`config.mk`:
```
export PLATFORM = sky130hd
export DESIGN_NAME = uart_tx_mmio
export DESIGN_NICKNAME = d
export VERILOG_FILES = /design/src/rtl/uart_tx_mmio_pkg.sv /design/src/rtl/uart_tx_mmio_sync_fifo.sv /design/src/rtl/uart_tx_mmio.sv
export SDC_FILE = /design/constraint.sdc
export NUM_CORES = 1
export LEC_CHECK = 0
export ABC_AREA = 1
export CAP_MARGIN = 30
export CORE_MARGIN = 2
export CORE_UTILIZATION = 56
export DETAILED_ROUTE_END_ITERATION = 8
export GPL_ROUTABILITY_DRIVEN = 0
export PLACE_DENSITY = 0.82
export SYNTH_ARGS = -nofsm -noshare
export SYNTH_HDL_FRONTEND = slang
export SYNTH_SLANG_ARGS = --single-unit
```
`constraint.sdc`:
```
create_clock -name clk -period 4.6 [get_ports clk]
set_input_delay 0.46 -clock clk [delete_from_list [all_inputs] [get_ports clk]]
set_output_delay 0.46 -clock clk [all_outputs]
set_load 0.03 [all_outputs]
```
`src/rtl/uart_tx_mmio_pkg.sv`:
```
// rtl/uart_tx_mmio_pkg.sv - shared register map, status layout and serializer states
package uart_tx_mmio_pkg;

    localparam logic [31:0] BASE_ADDR_DEFAULT = 32'h1000_0000;

    localparam logic [1:0] REG_TXDATA = 2'd0;
    localparam logic [1:0] REG_STATUS = 2'd1;

    localparam int ST_BUSY    = 0;
    localparam int ST_FULL    = 1;
    localparam int ST_EMPTY   = 2;
    localparam int ST_OVF     = 3;
    localparam int ST_CNT_LSB = 4;

    typedef enum logic [1:0] {
        S_IDLE  = 2'd0,
        S_START = 2'd1,
        S_DATA  = 2'd2,
        S_STOP  = 2'd3
    } uart_state_e;

    function automatic logic [3:0] sat_count4(input logic [31:0] c);
        return (c > 32'd15) ? 4'hF : c[3:0];
    endfunction

endpackage

```
`src/rtl/uart_tx_mmio_sync_fifo.sv`:
```
// rtl/uart_tx_mmio_sync_fifo.sv - synchronous FIFO with fall-through head data
module uart_tx_mmio_sync_fifo #(
    parameter int WIDTH = 8,
    parameter int DEPTH = 8,
    parameter int CW    = $clog2(DEPTH) + 1
) (
    input  logic             clk,
    input  logic             rst,
    input  logic             push_i,
    input  logic [WIDTH-1:0] data_i,
    input  logic             pop_i,
    output logic [WIDTH-1:0] data_o,
    output logic             full_o,
    output logic             empty_o,
    output logic [CW-1:0]    count_o
);

    localparam int AW = $clog2(DEPTH);

    logic [WIDTH-1:0] mem_q [DEPTH];
    logic [AW-1:0]    wr_ptr_q;
    logic [AW-1:0]    rd_ptr_q;
    logic [CW-1:0]    count_q;

    // Storage is not reset; only pointers and count define validity.
    always_ff @(posedge clk) begin
        if (push_i) begin
            mem_q[wr_ptr_q] <= data_i;
        end
    end

    always_ff @(posedge clk) begin
        if (rst) begin
            wr_ptr_q <= '0;
            rd_ptr_q <= '0;
            count_q  <= '0;
        end else begin
            if (push_i) begin
                wr_ptr_q <= wr_ptr_q + 1'b1;
            end
            if (pop_i) begin
                rd_ptr_q <= rd_ptr_q + 1'b1;
            end
            if (push_i && !pop_i) begin
                count_q <= count_q + 1'b1;
            end else if (pop_i && !push_i) begin
                count_q <= count_q - 1'b1;
            end
        end
    end

    assign data_o  = mem_q[rd_ptr_q];
    assign full_o  = (count_q == CW'(DEPTH));
    assign empty_o = (count_q == '0);
    assign count_o = count_q;

endmodule

```
`src/rtl/uart_tx_mmio.sv`:
```
// rtl/uart_tx_mmio.sv - memory-mapped 8N1 UART transmitter with TX FIFO and status register
module uart_tx_mmio
    import uart_tx_mmio_pkg::*;
#(
    parameter logic [31:0] BASE_ADDR    = BASE_ADDR_DEFAULT,
    parameter int          CLKS_PER_BIT = 868,
    parameter int          FIFO_DEPTH   = 8
) (
    input  logic        clk,
    input  logic        rst,
    input  logic [31:0] mem_address,
    input  logic        mem_write,
    input  logic        mem_read,
    input  logic [31:0] data_in,
    output logic [31:0] data_out,
    output logic        tx,
    output logic        irq_empty
);

    localparam int              CW        = $clog2(FIFO_DEPTH) + 1;
    localparam int              BW        = $clog2(CLKS_PER_BIT);
    localparam logic [BW-1:0]   BAUD_LAST = BW'(CLKS_PER_BIT - 1);

    uart_state_e   state_q;
    logic [BW-1:0] baud_q;
    logic [2:0]    bit_idx_q;
    logic [7:0]    shift_q;
    logic          tx_q;
    logic          irq_empty_q;
    logic          overflow_q;
    logic          overflow_d;

    logic          sel;
    logic [1:0]    reg_sel;
    logic          push_req;
    logic          status_wr;
    logic          fifo_push;
    logic          fifo_pop;
    logic          fifo_full;
    logic          fifo_empty;
    logic [7:0]    fifo_head;
    logic [CW-1:0] fifo_count;
    logic          bit_done;
    logic [31:0]   status;
    logic          unused_bits;

    assign sel       = (mem_address[31:4] == BASE_ADDR[31:4]);
    assign reg_sel   = mem_address[3:2];
    assign push_req  = mem_write && sel && (reg_sel == REG_TXDATA);
    assign status_wr = mem_write && sel && (reg_sel == REG_STATUS);
    assign bit_done  = (baud_q == BAUD_LAST);

    // Popping is decided from registered state so the FSM and FIFO agree in the same cycle.
    assign fifo_pop  = !fifo_empty &&
                       ((state_q == S_IDLE) || ((state_q == S_STOP) && bit_done));
    assign fifo_push = push_req && (!fifo_full || fifo_pop);

    uart_tx_mmio_sync_fifo #(
        .WIDTH (8),
        .DEPTH (FIFO_DEPTH),
        .CW    (CW)
    ) u_fifo (
        .clk     (clk),
        .rst     (rst),
        .push_i  (fifo_push),
        .data_i  (data_in[7:0]),
        .pop_i   (fifo_pop),
        .data_o  (fifo_head),
        .full_o  (fifo_full),
        .empty_o (fifo_empty),
        .count_o (fifo_count)
    );

    always_comb begin
        overflow_d = overflow_q;
        if (push_req && fifo_full && !fifo_pop) begin
            overflow_d = 1'b1;
        end else if (status_wr) begin
            overflow_d = 1'b0;
        end
    end

    always_ff @(posedge clk) begin
        if (rst) begin
            overflow_q <= 1'b0;
        end else begin
            overflow_q <= overflow_d;
        end
    end

    always_ff @(posedge clk) begin
        if (rst) begin
            state_q     <= S_IDLE;
            baud_q      <= '0;
            bit_idx_q   <= '0;
            shift_q     <= '0;
            tx_q        <= 1'b1;
            irq_empty_q <= 1'b1;
        end else begin
            irq_empty_q <= fifo_empty && (state_q == S_IDLE);
            case (state_q)
                S_IDLE: begin
                    if (fifo_pop) begin
                        shift_q <= fifo_head;
                        baud_q  <= '0;
                        tx_q    <= 1'b0;
                        state_q <= S_START;
                    end
                end
                S_START: begin
                    if (bit_done) begin
                        baud_q    <= '0;
                        bit_idx_q <= '0;
                        tx_q      <= shift_q[0];
                        state_q   <= S_DATA;
                    end else begin
                        baud_q <= baud_q + 1'b1;
                    end
                end
                S_DATA: begin
                    if (bit_done) begin
                        baud_q <= '0;
                        if (bit_idx_q == 3'd7) begin
                            tx_q    <= 1'b1;
                            state_q <= S_STOP;
                        end else begin
                            bit_idx_q <= bit_idx_q + 1'b1;
                            shift_q   <= shift_q >> 1;
                            tx_q      <= shift_q[1];
                        end
                    end else begin
                        baud_q <= baud_q + 1'b1;
                    end
                end
                S_STOP: begin
                    if (bit_done) begin
                        baud_q <= '0;
                        if (fifo_pop) begin
                            shift_q <= fifo_head;
                            tx_q    <= 1'b0;
                            state_q <= S_START;
                        end else begin
                            state_q <= S_IDLE;
                        end
                    end else begin
                        baud_q <= baud_q + 1'b1;
                    end
                end
                default: begin
                    state_q <= S_IDLE;
                    tx_q    <= 1'b1;
                end
            endcase
        end
    end

    always_comb begin
        status                            = 32'h0;
        status[ST_BUSY]                   = (state_q != S_IDLE);
        status[ST_FULL]                   = fifo_full;
        status[ST_EMPTY]                  = fifo_empty;
        status[ST_OVF]                    = overflow_q;
        status[ST_CNT_LSB+3:ST_CNT_LSB]   = sat_count4(32'(fifo_count));
    end

    // Zero when unselected so the core can OR this with data memory's read data.
    always_comb begin
        data_out = 32'h0;
        if (mem_read && sel && (reg_sel == REG_STATUS)) begin
            data_out = status;
        end
    end

    assign unused_bits = ^{mem_address[1:0], data_in[31:8]};

    assign tx        = tx_q;
    assign irq_empty = irq_empty_q;

endmodule

```
# Word-level counts from Yosys, hierarchy flattened
# Memory sizes are Yosys's and may differ from the RTL's. A register that Yosys moved wholly into a read port is not among the register bits.
# Cells that the tools add are included.
# totals
ram_bits	64
mem_count	1
out_inout_bits	34
input_bits	68
ff_bits	36
# memory_table
name	depth	width	rd	rd_clocked_by_memory_dff	write_ports	line	rtl
u_fifo.mem_q	8	8	1	1	1	uart_tx_mmio_sync_fifo.sv:20	logic [WIDTH-1:0] mem_q [DEPTH];
# op_classes
n_reduce_logical	32
muxes	34
n_addsub	6
n_eq_ne	14
# ops
op	n
2-to-1 mux 8 bit	5
== test 28 x 25 -> 1 bit, second input constant	1
case mux 8 bit (3 select lines)	1
2-to-1 mux 10 bit	2
case mux 10 bit (2 select lines)	1
2-to-1 mux 3 bit	5
logical AND 1 bit	13
!= test 2 bit, second input constant	6
adder 10 x 1 -> 10 bit, second input constant	1
== test 10 bit, second input constant	1
2-to-1 mux 1 bit	10
2-to-1 mux 2 bit	5
adder 3 x 1 -> 3 bit, second input constant	3
2-to-1 mux 4 bit	2
case mux 2 bit (4 select lines)	1
AND reduction 4 bit	2
nonzero test 2 bit	4
case mux 3 bit (2 select lines)	1
AND reduction 5 bit	1
adder 4 x 1 -> 4 bit, second input constant	1
== test 2 x 1 -> 1 bit, second input constant	2
== test 2 bit, second input constant	2
== test 4 bit, second input constant	1
zero test 1 bit	4
9 further kinds	11

# Depth between registers and ports, before layout
# Gate-level depths: netlist of run 1.
# logic_depth
depth_word	10
ltp_mapped	20

# By module
# A second synthesis of run 1 with hierarchy kept.
# hier_totals
hier_cells	603
hier_area_um2	5175.0
# by_module_without_submodules
module	area_per_inst_um2	cells_per_inst	n_inst
uart_tx_mmio_sync_fifo	3238.1	300	1
uart_tx_mmio	1936.9	303	1

# Worst setup path after synthesis of run 1
# OpenSTA, ideal clock, no wires.
# synth_timing
path_kind	in2reg
from	in mem_address[27]
to	reg u_fifo.count_q[3] (netlist: u_fifo.count_o[3])
setup_time_ns	0.113
arrival_ns	2.414
required_ns	4.487
n_path_buf	0
stages	18
setup_slack_ns	2.073
cell_sequence	nor2_1 nand2_1 nor2_1 nand2_1 nor2_1 nand3_1 nor2_4 ha_1 inv_1 ha_1 nand2_1 nor2_1 a211oi_1 nor2_1 nor2_1 nand2_1 nor2_1 nor2_1
# synth_between
elab_chain_cells	7
# synth_rtl
item	line	rtl
from (decl)	uart_tx_mmio.sv:11	input logic [31:0] mem_address,
== test 28 x 25 -> 1 bit (*)	uart_tx_mmio.sv:47	assign sel = (mem_address[31:4] == BASE_ADDR[31:4]);
logical AND 1 bit (*) (2 in series)	uart_tx_mmio.sv:49	assign push_req = mem_write && sel && (reg_sel == REG_TXDATA);
logical AND 1 bit (*)	uart_tx_mmio.sv:56	assign fifo_push = push_req && (!fifo_full || fifo_pop);
named net fifo_push	uart_tx_mmio.sv:37	logic fifo_push;
zero test 1 bit	uart_tx_mmio_sync_fifo.sv:46	end else if (pop_i && !push_i) begin
logical AND 1 bit	uart_tx_mmio_sync_fifo.sv:46	
nonzero test 2 bit (no line)	--	
to (signal assigned)	uart_tx_mmio_sync_fifo.sv:45	count_q <= count_q + 1'b1;
to (signal assigned)	uart_tx_mmio_sync_fifo.sv:47	count_q <= count_q - 1'b1;
to (decl)	uart_tx_mmio_sync_fifo.sv:23	logic [CW-1:0] count_q;
# The timed path passes the listed nets; every way through them passes the cells marked *.
# A chain may end at the register's enable or synchronous reset.

# Worst setup path in the final report of run 1
# layout_timing
from	in mem_address[23]
to	out data_out[1]
# layout_between
elab_chain_cells	4
# layout_rtl
item	line	rtl
== test 28 x 25 -> 1 bit	uart_tx_mmio.sv:47	
logical AND 1 bit (2 in series)	uart_tx_mmio.sv:169	if (mem_read && sel && (reg_sel == REG_STATUS)) begin
2-to-1 mux 8 bit	uart_tx_mmio.sv:169	
to (decl)	uart_tx_mmio.sv:15	output logic [31:0] data_out,
# Every way passes these cells.

==> results.md, run 1 <==
- The flow ran to the end, and the final reports show no timing, DRC or antenna violations.
- In this run the biggest area consumer among cell types represents 37.6% of the synthesized area.
- The data arrival time at the worst-slack endpoint is 2580 ps.
- For this run, the total global-route usage over all layers was measured as 23.7%.
- The primary flip-flop cell chosen by synthesis mapping is sky130_fd_sc_hd__edfxtp_1.
- The kind of launch point of the worst setup path is a primary input.
- In this run the vertical extent of the chip is 99.5 um.
- The number of ports placed on the die boundary is 102.
- In this run, CTS created clock tree buffers numbering 9.
- The number of distinct library cells after synthesis is 36.
- The critical path runs through a total of 9 cells.
- The effective utilization at floorplan is 58.3%.
- The deepest level of the CTS H-tree is 3.
- The total of warnings raised by yosys is 0.
- Clock latency on the worst-skew pair, taken at its later pin, is 380 ps.
- The share of synthesized area occupied by flip-flops and latches is 52.9%.
- The count of buffers added on input and output ports is 51.
- The largest buffer count on any clock path is 2.
- The share of the cycle needed by the critical path after routing is 66.0%.
- The number of nets still failing antenna checks after routing is 0.
- The post-layout minimum cycle time is 3040 ps.
- After synthesis, the most frequently instantiated cells are sky130_fd_sc_hd__nand2_1 (124), sky130_fd_sc_hd__edfxtp_1 (64), sky130_fd_sc_hd__nor2_1 (62).
- The number of cells on the worst reg-to-reg path is 17.
- Setup total negative slack on the finished layout was measured at 0 ps.
- The clock slew at the register clock pins of the worst setup and hold paths is 100 ps.
- The analysis attributes to net switching a power of 1.09 mW.
- The sequential group share of total power is 42.1%.
- The cell area power density is 468 nW/um2.
- After floorplanning, the core was divided into 34 placement rows.
- Along the worst path, the maximum fanout reaches 8.
- The synthesized design contains 64 enable-type register cells.
- The count of pins over their slew limit was 0.
- The global route total overflow is 0.
- After the first detailed-routing iteration, the DRC count stood at 193.
- The total of hold buffers inserted after clock tree synthesis is 0.
- Broken down by cell family, the worst path's largest delay share belongs to buffers and inverters.
- Synthesis handed over a netlist of 583 instances.
- Walking the worst path, the cells encountered are clkdlybuf4s50_1, nor2_1, nand2_1, nor2_1, nand2_1, nor2_1, nand3_1, nor3_1, clkdlybuf4s50_1.
- The die width is 99.5 um.
- CTS placed an instance of sky130_fd_sc_hd__clkbuf_8 at the clock tree root.
- The clock drives 103 sinks.
- Counting stages on the worst path, the most repeated cell is sky130_fd_sc_hd__nor2_1.
- Data on the critical path is required at its endpoint by 4140 ps.
- Combinational logic burns 37.3% of the power.
- The endpoint class of the critical path is a primary output.
- The average wire per standard cell is 14.6 um.
- Ranked by total cell area, the synthesized netlist is headed by sky130_fd_sc_hd__edfxtp_1 (38%), sky130_fd_sc_hd__dfxtp_1 (15%), sky130_fd_sc_hd__nand2_1 (9.1%).
- The net count of the finished layout is 716.
- The cell area after synthesis is 5100 um2.
- The number of global-route vias before repair is 4098.
- The hold violation total from the final report is 0.
- The initial antenna violation count came to 0.
- The relative contribution of the clock network to total power is 20.6%.
- The flop and latch count out of synthesis is 103.
- The dominant cell by count in the synthesized netlist is sky130_fd_sc_hd__nand2_1.
- The first detailed-routing pass ran for 4 iterations.
- The growth of design area from synthesis to finish is 13.9%.
- The start-to-end type of the worst setup path is in -> out.
- The first-pass GRT wire length is 18600 um.
- Across the run, the number of max-cap violations was 0.
- Setup repair after global routing left no endpoint under its margin.
- The antenna diode instance count is 0.
- In this design, the stage delay of the slowest critical-path cell is 710 ps.
- A synthesized cell averages 8.76 um2.
- The finished cells cover 5810 um2.
- The TritonCTS clock tree is yes.
- The largest total area in the synthesized netlist belongs to sky130_fd_sc_hd__edfxtp_1.
- The routed wire length is 10900 um.
- The die covers 9900 um2.
- The worst max-slew margin expressed relative to the limit is 36.6%.
- Of all flip-flops after synthesis, the portion carrying an async set or reset was 0%.
- Together, buffers and inverters on the worst path number 2.
- Once the clock tree was built, the setup fixing pass inserted 0 buffers.
- The maximum operating frequency is 329 MHz.
- Entering global routing, the biggest net connects 34 pins.
- Among all stages on the critical path, the largest delay is contributed by sky130_fd_sc_hd__clkdlybuf4s50_1.
- In this run switching power makes up 40.0% of total power.
- The count of instances resized after the clock tree is built is 0.
- The post-DP HPWL is 7250 um.
- The number of remaining DRC errors is 0.
- In the final layout, the share of cells above drive strength 1 is 7.36%.
- The worst IR drop on VDD is 0.000230 V.
- The count of cells along the worst hold path is 1.
- The placeable core region is 8760 um2.
- The slew of the pin with the lowest slew margin is 950 ps.
- The class of the worst hold path is reg -> reg.
- Setup violations remaining at the end of the flow were counted as 0.
- The cell area after placement is 5620 um2.
- The detail-routed via count per cell is 5.44.
- Summing over every cut layer, the via total after detailed routing is 4061.
- Clock skew on the completed layout was measured at 13.4 ps.
- The internal cell power is 1.63 mW.
- The static power due to leakage is 2.32 nW.
routing by layer:
layer	wire length [um]	GRT usage, %	vias to the layer above
li1	-	-	1986
met1	4630	30.1	1889
met2	5230	39.6	167
met3	835	5.48	19
met4	217	8.85	0
met5	0	0	-
final timing paths:
check                                                     start  slack [ps]                        endpoint
worst min register to register  u_fifo.rd_ptr_q[2]$_SDFFE_PP0N_         470                            flop
worst max register to register          state_q[1]$_SDFFE_PP0P_        1670  u_fifo.count_o[3]$_SDFFE_PP0P_
worst min-delay path            u_fifo.rd_ptr_q[2]$_SDFFE_PP0N_         470                            flop
worst max-delay path                            mem_address[23]        1560                     data_out[1]
power groups by stage:
stage	Sequential (mW)	Clock (mW)	Combinational, mW
floorplan	1.16	0	0.819
global placement	1.16	0	0.954
detailed placement	1.16	0	1.00
CTS	1.14	0.570	1.01
global route	1.16	0.608	1.15
finish	1.14	0.561	1.01
cell usage in the layout, fill, tap and decap left out, types with 2 or more instances in the layout:
cell type                         synthesis  final
sky130_fd_sc_hd__dfxtp_1                 39     39
sky130_fd_sc_hd__a31oi_1                  3      3
sky130_fd_sc_hd__a21oi_1                 35     35
sky130_fd_sc_hd__nand2_2                  4      4
sky130_fd_sc_hd__nand3_1                 61     61
sky130_fd_sc_hd__clkbuf_8                 0      9
sky130_fd_sc_hd__o211ai_1                 2      2
sky130_fd_sc_hd__nor3_1                  13     12
sky130_fd_sc_hd__nor2_2                   2      2
sky130_fd_sc_hd__inv_8                    0      2
sky130_fd_sc_hd__ha_1                    13     13
sky130_fd_sc_hd__a211oi_1                 2      2
sky130_fd_sc_hd__clkdlybuf4s50_1          0     51
sky130_fd_sc_hd__nor2_4                   2      2
sky130_fd_sc_hd__nand4_1                  2      2
sky130_fd_sc_hd__inv_1                   59     59
sky130_fd_sc_hd__nand2_1                124    124
sky130_fd_sc_hd__edfxtp_1                64     64
sky130_fd_sc_hd__conb_1                   1     24
sky130_fd_sc_hd__xor2_1                   2      2
sky130_fd_sc_hd__o21ai_0                 33     33
sky130_fd_sc_hd__nor2_1                  62     62
sky130_fd_sc_hd__buf_4                   25      8
sky130_fd_sc_hd__or2_2                    6      6
sky130_fd_sc_hd__nand2_4                  3      3
sky130_fd_sc_hd__inv_6                    0      3
stage by stage:
stage	power [mW]	setup WS (ps)	cells	hold slack [ps]	utilization, %
finish	2.72	1560	747	467	66.3
CTS	2.72	1550	747	463	66.3
global route	2.92	1300	747	490	66.3
floorplan	1.98	2070	606	412	-
global placement	2.11	1440	731	427	64.1
detailed placement	2.16	1300	731	439	64.1
worst reg2reg max path, stage by stage, from the launching register on:
cell	delay [ps]
sky130_fd_sc_hd__dfxtp_1	340
sky130_fd_sc_hd__inv_1	150
sky130_fd_sc_hd__ha_1	270
sky130_fd_sc_hd__inv_1	140
sky130_fd_sc_hd__a21oi_1	330
sky130_fd_sc_hd__nand2_4	190
sky130_fd_sc_hd__ha_1	260
sky130_fd_sc_hd__inv_1	120
sky130_fd_sc_hd__ha_1	280
sky130_fd_sc_hd__nand2_1	80
sky130_fd_sc_hd__nor2_1	40
sky130_fd_sc_hd__a211oi_1	240
sky130_fd_sc_hd__nor2_1	80
sky130_fd_sc_hd__nor2_1	90
sky130_fd_sc_hd__nand2_1	70
sky130_fd_sc_hd__nand2_1	60
sky130_fd_sc_hd__nand2_1	40
sky130_fd_sc_hd__nor2_1	110
area by class of cell:
class                      count  area [um2]
multi-input combinational    401        1990
tap                          108         135
fill                         713        2950
timing repair buffer          59         571
clock buffer                   9         124
inverter                      60         225
clock inverter                 7        70.1
sequential                   103        2700
kinds of logic after synthesis:
group	count (synthesis)	synth area share, %
compound gates	79	8.43
xor+xnor	2	0.343
fa+ha+maj	14	3.58
buf+inv	102	9.95
flops	103	52.9
other cells	1	0.0735
simple gates	282	24.7
state kept, by name, indices dropped and copies added (netlist names), 2 cells and up, named ones only:
name	flops
state_q	2
u_fifo.wr_ptr_q	3
u_fifo.count_o	4
baud_q	10
u_fifo.rd_ptr_q	3
shift_q	8
u_fifo.mem_q	64
bit_idx_q	3
Note: power is estimated with default switching activity, not from simulation.
==> run 2, diff against run 1 <==
CORE_UTILIZATION = 47   (was 56)
PLACE_DENSITY = 0.73   (was 0.82)
clock period = 2.5 ns   (was 4.6 ns; I/O delays follow)
==> run 2 against run 1 <==
  * First-iteration DRC count is 30% higher
  * Hold slack worse by 4.5 ps
  * Cell count rose by 7.8%
  * Flip-flop and latch count did not move
  * Register-to-register slack worse by 1500 ps
  * Critical path type is now in -> reg
  * Critical endpoint is now u_fifo.count_o[3]$_SDFFE_PP0P_
  * Largest cell class unchanged
==> results.md, run 2 (synthesis gave the netlist of run 1 again) <==
- The global route total overflow was 0 (unchanged).
- The clock slew at the register clock pins of the worst setup and hold paths is 90 ps (about the same).
- The worst setup slack before clock tree synthesis was -392 ps (-1690 ps).
- The slowest stage of the critical path is the sky130_fd_sc_hd__clkdlybuf4s50_1 cell.
- The largest clock skew in the final design is 17.2 ps (+3.79 ps).
- The hold violation total from the final report is 0 (unchanged).
- The largest buffer count on any clock path is 2 (unchanged).
- The average wire per standard cell is 13.4 um (-8.0%).
- The count of pins over their slew limit was 0 (unchanged).
- Leaving out fill and tap cells, the most frequent cell in the layout is sky130_fd_sc_hd__nand2_1.
- The static power due to leakage is 2.64 nW (+14%).
- The initial antenna violation count is 0 (unchanged).
- The start-to-end type of the worst setup path is in -> reg.
- The worst IR drop on VDD came to 0.000378 V (+64%).
- Traced cell by cell, the critical path runs through clkdlybuf4s50_1, nor2_1, nand2_1, nor2_1, nand2_1, nor2_2, nand3_2, nor2_4, ha_4, inv_4, ha_4, nand2_2, nor2_2, a211oi_2, nor2_1, nor2_1, nand2_1, nand2_1, nand2_1, nor2_1.
- The antenna diode instance count was 0 (unchanged).
- The first-pass GRT wire length is 17400 um (-6.6%).
- The final design instance area without fill is 6200 um2 (+6.7%).
- The die width is 108 um (+8.8%).
- The share of final-layout standard cells stronger than drive strength 1 is 16.7% (+9.3 points).
- The number of rows created at floorplan came to 38 (+12%).
- The register ranked first by flip-flop count is u_fifo.mem_q.
- The TritonCTS clock tree is yes.
- The required time at the endpoint of the critical path is 2820 ps (-1320 ps).
- The share of total power in combinational logic was 40.3% (+3.0 points).
- The number of CTS-inserted buffers is 9 (unchanged).
- The routed wire length came to 10800 um (-0.88%).
- The number of remaining DRC errors is 0 (unchanged).
- The min-delay analysis places its worst path in the category in -> reg.
- The slew of the pin with the lowest slew margin came to 685 ps (-265 ps).
- The number of nets still failing antenna checks after routing was 0 (unchanged).
- The largest stage delay on the critical path is 400 ps (-310 ps).
- STA classifies the critical path startpoint as a primary input.
- Clock tree synthesis selected as its root buffer the cell sky130_fd_sc_hd__clkbuf_8.
- The data arrival time at the worst-slack endpoint is 2650 ps (+70 ps).
- The number of filler instances in the final layout came to 912 (+28%).
- The fraction of power spent switching nets was 38.9% (-1.0 points).
- The relative contribution of the clock network to total power is 19.1% (-1.5 points).
- The count of port buffers added during placement is 51 (unchanged).
- Leaving out fill and tap cells, the most frequent cells in the layout are sky130_fd_sc_hd__nand2_1 (120), sky130_fd_sc_hd__edfxtp_1 (64), sky130_fd_sc_hd__nand3_1 (60), sky130_fd_sc_hd__inv_1 (56), sky130_fd_sc_hd__nor2_1 (55).
- The maximum fanout along the worst path is 3 (-5).
- The number of detailed-routing iterations run before antenna repair is 5 (+1).
- The maximum number of pins on one net before global-route repair is 33 (-2.9%).
- Derived from the worst setup path, the maximum achievable clock frequency is 429 MHz.
- The number of sinks handled by clock tree synthesis is 103 (unchanged).
- The number of global-route vias before repair was 3816 (-6.9%).
- The placeable core region is 10700 um2 (+22%).
- The worst hold margin came to 462 ps (-4.48 ps).
- The number of ports placed on the die boundary is 102 (unchanged).
- The post-layout minimum cycle time is 2330 ps.
- The clock latency on the worst-skew pair came to 380 ps (about the same).
- The share of the cycle needed by the critical path after routing is 93.3%.
- The count of max-cap constraint violations is 0 (unchanged).
- The die outline area is 11700 um2 (+18%).
- The cell area power density is 845 nW/um2 (+81%).
- The sequential group share of total power is 40.6% (-1.5 points).
- The starting DRC count in detailed routing was 250 (+30%).
- The total setup violations reported at the end of the flow was 0 (unchanged).
- The post-DP HPWL is 7270 um (+0.26%).
- The die boundary height is 108 um (+8.8%).
- The internal cell power came to 3.20 mW (+96%).
- The number of flip-flops under the largest register name is 64 (unchanged).
- The net switching component of the power is 2.04 mW (+88%).
- The fraction of the core area covered by cells at the end of the flow is 58.0% (-8.3 points).
- The effective utilization at floorplan was 47.7% (-11 points).
- The detail-routed via count per cell was 5.07 (-6.7%).
- The worst max-slew margin expressed relative to the limit is 54.3% (+18 points).
- In this design, the largest share of critical-path delay is due to simple AND/OR/NAND/NOR gates.
- The growth of design area from synthesis to finish is 21.5%.
- In the final layout, the registers with the most flip-flops are u_fifo.mem_q: 64 flops, baud_q: 10 flops, shift_q: 8 flops.
- The overall track demand over capacity in global routing came to 19.0% (-4.6 points).
- The endpoint class of the critical path is a flop.
- The deepest level of the CTS H-tree is 3 (unchanged).
- The flow ran to the end, and the final reports show no timing, DRC or antenna violations.
- The total of hold buffers inserted after clock tree synthesis came to 0 (unchanged).
- The cell area after placement is 5780 um2 (+2.8%).
- The final worst-path setup slack is 167 ps (-1400 ps).
- The critical path buffer and inverter count came to 2 (unchanged).
- The via count is 4081 (+0.49%).
- The count of nets after finishing is 742 (+3.6%).
==> run 2: final timing paths <==
| kind | from | end | slack [ps] | cells past startpoint |
|---|---|---|---|---|
| min | mem_address[11] | overflow_q$_SDFFE_PP0P_ | 460 | 10 |
| max reg2reg | baud_q[0]$_SDFFE_PP0P_ | u_fifo.count_o[3]$_SDFFE_PP0P_ | 170 | 19 |
| max | mem_address[13] | u_fifo.count_o[3]$_SDFFE_PP0P_ | 170 | 20 |
| min reg2reg | u_fifo.rd_ptr_q[2]$_SDFFE_PP0N_ | u_fifo.rd_ptr_q[2]$_SDFFE_PP0N_ | 470 | 1 |
==> run 2: stage by stage <==
step,power [mW],std cells,setup TNS [ps]
floorplan,3.64,606,0
global placement,4.01,782,-396
detailed placement,4.08,782,-794
CTS,5.08,800,0
global route,5.60,805,-43.3
finish,5.24,805,0
==> run 2: power by group through the flow <==
stage | Combinational, mW | Clock, mW | Sequential [mW]
after floorplan | 1.51 | 0 | 2.13
after global placement | 1.88 | 0 | 2.13
after detailed placement | 1.95 | 0 | 2.14
after CTS | 1.97 | 1.02 | 2.10
after global routing | 2.38 | 1.07 | 2.15
final | 2.11 | 0.999 | 2.13
==> run 2: worst reg2reg max path, delay by kind of cell (launching register included) <==
| kind | cells | cell delay (ps) |
|---|---|---|
| AOI/OAI and AO/OA | 1 | 230 |
| adders and majority gates | 3 | 540 |
| buffers and inverters | 2 | 200 |
| DFF | 1 | 370 |
| and+or+nand+nor | 13 | 960 |
==> run 2: final cells by class <==
| cell class | count | area, um2 | share of cell area (%) |
|---|---|---|---|
| repair buffers | 85 | 793 | 12.8 |
| inverters | 60 | 228 | 3.67 |
| well taps | 140 | 175 | 2.82 |
| flip-flops and latches | 103 | 2720 | 43.8 |
| clock buffers | 10 | 138 | 2.22 |
| clock inverters | 6 | 55.1 | 0.887 |
| multi-input cells | 401 | 2100 | 33.8 |
==> run 2: routing by layer <==
layer	track usage (%)	vias up	routed length, um
li1	-	2035	-
met1	24.1	1896	4590
met2	32.0	139	5450
met3	4.46	11	645
met4	6.68	0	127
met5	0	-	0
==> run 2: repair_timing <==
action,4_1_cts,5_1_grt
resized for setup,2,55
setup endpoints to repair,1,3
pin swaps,1,32
buffers inserted,2,5
==> run 3, diff against run 2 <==
==> constraint.sdc (replaced) <==
create_clock -name clk -period 2.5 [get_ports clk]
set_input_delay 0.5 -clock clk [delete_from_list [all_inputs] [get_ports clk]]
set_output_delay 0.5 -clock clk [all_outputs]
set_load 0.03 [all_outputs]
==> run 3 against run 2 <==
  * Critical path depth shrank 5
  * Combinational power is essentially flat
  * Sequential share of layout area shrank 0.46 points
  * Routed wire length grew 0.16%
  * Utilization grew 0.70 points
  * Fmax is essentially flat
  * Critical path type is now reg -> reg
  * Clock-buffer cell count is the same
==> results.md, run 3 (synthesis gave the netlist of run 1 again) <==
- The required time at the endpoint of the critical path came to 2780 ps (-40 ps).
- The fraction of the core area covered by cells at the end of the flow was 58.7% (+0.70 points).
- The number of global-route vias before repair is 3853 (+0.97%).
- The endpoint class of the critical path is a flop.
- The average wire per standard cell is 13.2 um (-1.6%).
- The first-pass GRT wire length is 17800 um (+2.5%).
- The final cell count without fillers is 819 (+1.7%).
- The overall track demand over capacity in global routing was 19.6% (+0.57 points).
- The share of the cycle needed by the critical path after routing is 93.3% (about the same).
- The number of nets still failing antenna checks after routing was 0 (unchanged).
- The number of detailed-routing iterations run before antenna repair is 5 (unchanged).
- TritonCTS built the clock tree.
- The number of flip-flops under the largest register name is 64 (unchanged).
- The die width was 108 um (unchanged).
- The largest clock skew in the final design is 16.9 ps (-0.319 ps).
- The die boundary height is 108 um (unchanged).
- The post-layout minimum cycle time came to 2330 ps (-0.280 ps).
- The share of final-layout standard cells stronger than drive strength 1 is 19.3% (+2.6 points).
- The number of CTS-inserted buffers is 9 (unchanged).
- The source of the critical timing path is baud_q[1]$_SDFFE_PP0P_.
- The effective utilization at floorplan is 47.7% (unchanged).
- Setup repair after global routing could not meet its margin everywhere.
- The master cell of the clock root buffer is sky130_fd_sc_hd__clkbuf_8.
- The detail-routed via count per cell came to 5.05 (-0.31%).
- The initial antenna violation count was 0 (unchanged).
- The deepest level of the CTS H-tree is 3 (unchanged).
- The die outline area is 11700 um2 (unchanged).
- The cell area power density is 842 nW/um2 (-0.27%).
- The largest buffer count on any clock path came to 2 (unchanged).
- The number of ports placed on the die boundary is 102 (unchanged).
- The hold violation total from the final report came to 0 (unchanged).
- The number of cells on the worst reg-to-reg path was 15 (-4).
- The slew of the pin with the lowest slew margin came to 690 ps (+4.55 ps).
- The number of remaining DRC errors was 0 (unchanged).
- The starting DRC count in detailed routing was 206 (-18%).
- The maximum number of pins on one net before global-route repair is 33 (unchanged).
- The total of hold buffers inserted after clock tree synthesis was 0 (unchanged).
- The routed wire length is 10800 um (+0.16%).
- The class of the worst hold path is reg -> reg.
- The worst setup slack before clock tree synthesis is -485 ps (-93.0 ps).
- The total setup violations reported at the end of the flow is 0 (unchanged).
- The register-to-register path setup slack was 170 ps (about the same).
- The antenna diode instance count was 0 (unchanged).
- STA classifies the critical path startpoint as a flop.
- The clock latency on the worst-skew pair is 380 ps (about the same).
- The clock slew at the register clock pins of the worst setup and hold paths was 100 ps (about the same).
- The register with the most flip-flops in the final layout is u_fifo.mem_q.
- The top cell types in the final layout, fill and taps aside, are sky130_fd_sc_hd__nand2_1 (120), sky130_fd_sc_hd__edfxtp_1 (64), sky130_fd_sc_hd__nand3_1 (57), sky130_fd_sc_hd__inv_1 (56), sky130_fd_sc_hd__nor2_1 (55).
- The critical path ends at u_fifo.count_o[2]$_SDFFE_PP0P_.
- The count of port buffers added during placement was 51 (unchanged).
- By startpoint and endpoint, the worst setup path is classified as reg -> reg.
- The flow ran to the end, and the final reports show no timing, DRC or antenna violations.
- The total instance count after detailed placement is 785 (+0.38%).
- The static power due to leakage is 2.58 nW (-2.6%).
- The number of sinks handled by clock tree synthesis is 103 (unchanged).
- The count of max-cap constraint violations is 0 (unchanged).
- The capture instance of the worst register-to-register path is u_fifo.count_o[2]$_SDFFE_PP0P_.
- The data arrival time at the worst-slack endpoint came to 2620 ps (-30 ps).
- The maximum fanout along the worst path was 4 (+1).
- The worst IR drop on VDD is 0.000586 V (+55%).
- The worst max-slew margin expressed relative to the limit was 54.0% (-0.30 points).
- The largest registers in the layout are u_fifo.mem_q: 64 flops, baud_q: 10 flops, shift_q: 8 flops.
- The origin of the critical flop-to-flop path is baud_q[1]$_SDFFE_PP0P_.
- The post-DP HPWL is 7230 um (-0.60%).
- The number of rows created at floorplan came to 38 (unchanged).
- The placeable core region is 10700 um2 (unchanged).
- The global route total overflow is 0 (unchanged).
- The count of nets after finishing came to 756 (+1.9%).
- The growth of design area from synthesis to finish is 23.0%.
- The most frequent standard cell in the layout excluding fill and tap cells is sky130_fd_sc_hd__nand2_1.
- The final worst-path setup slack is 167 ps (+0.280 ps).
- The count of pins over their slew limit is 0 (unchanged).
- The maximum operating frequency is 429 MHz (about the same).
- The via count is 4139 (+1.4%).
-- run 3: changes by cell type in the layout (fill, tap and decap cells not counted), sizes merged --
| cell | previous run | this run |
|---|---|---|
| clkdlybuf4s15 | 0 | 21 |
| dlymetal6s2s | 19 | 2 |
| buf | 42 | 56 |
| clkdlybuf4s50 | 24 | 15 |
| clkbuf | 10 | 15 |
| bufinv | 0 | 1 |
| clkinv | 5 | 6 |
| clkinvlp | 1 | 0 |
| inv | 60 | 59 |
-- run 3: worst min path at each step --
stage / from / end / slack (ps) / depth (start not counted)
finish: u_fifo.rd_ptr_q[2]$_SDFFE_PP0N_ / u_fifo.rd_ptr_q[2]$_SDFFE_PP0N_ / 470 / 1
detailed placement: u_fifo.rd_ptr_q[2]$_SDFFE_PP0N_ / flop / 450 / 1
global placement: u_fifo.rd_ptr_q[2]$_SDFFE_PP0N_ / u_fifo.rd_ptr_q[2]$_SDFFE_PP0N_ / 430 / 1
global route: u_fifo.rd_ptr_q[2]$_SDFFE_PP0N_ / u_fifo.rd_ptr_q[2]$_SDFFE_PP0N_ / 490 / 1
floorplan: u_fifo.rd_ptr_q[2]$_SDFFE_PP0N_ / flop / 410 / 1
CTS: u_fifo.rd_ptr_q[2]$_SDFFE_PP0N_ / flop / 470 / 1
-- run 3: final cells by class --
| type | instances | area, um2 |
|---|---|---|
| multi-input combinational | 401 | 2110 |
| clock inverter | 6 | 73.8 |
| tap | 140 | 175 |
| timing repair buffer | 99 | 847 |
| sequential | 103 | 2720 |
| fill | 882 | 4420 |
| inverter | 60 | 228 |
| clock buffer | 10 | 128 |
-- run 3: metal layers --
metal	track usage, %	share of wire (%)	vias to the layer above
li1	-	-	2060
met1	24.2	41	1921
met2	34.3	51	142
met3	4.04	6.0	16
met4	6.68	2.0	0
met5	0	0	-
-- run 3: repair_timing --
action	in CTS	in global routing
setup endpoints to repair	8	5
hold endpoints to repair	0	0
resized for setup	37	62
buffers inserted	13	5
pin swaps	35	41
-- run 3: worst max-delay path, stage by stage, from the launching register on --
cell,delay (ps)
sky130_fd_sc_hd__dfxtp_4,380
sky130_fd_sc_hd__ha_4,160
sky130_fd_sc_hd__nand2_4,60
sky130_fd_sc_hd__nor2_4,90
sky130_fd_sc_hd__nand3_2,80
sky130_fd_sc_hd__nand2_2,100
sky130_fd_sc_hd__nor2_4,60
sky130_fd_sc_hd__nor2_4,130
sky130_fd_sc_hd__ha_4,160
sky130_fd_sc_hd__inv_4,50
sky130_fd_sc_hd__buf_4,120
sky130_fd_sc_hd__buf_4,120
sky130_fd_sc_hd__fa_1,370
sky130_fd_sc_hd__xor2_1,150
sky130_fd_sc_hd__o21ai_0,130
sky130_fd_sc_hd__inv_1,60
-- run 3: power breakdown --
group / total, mW / leakage (nW) / switching (mW) / internal (mW)
registers: 2.11 / 0.898 / 0.122 / 1.99
logic: 2.13 / 1.57 / 1.32 / 0.814
clock network: 1.05 / 0.103 / 0.579 / 0.471
total: 5.29 / 2.58 / 2.02 / 3.27
-- run 3: per-stage QoR --
step                      total power, mW  hold WS (ps)  setup TNS [ps]  area, um2
final                                5.29           466               0       6280
after global routing                 5.68           488           -93.5       6280
after CTS                            5.19           466               0       6150
after detailed placement             4.11           451           -2770       5820
after global placement               4.03           430            -942       5820
after floorplan                      3.65           412               0       5200
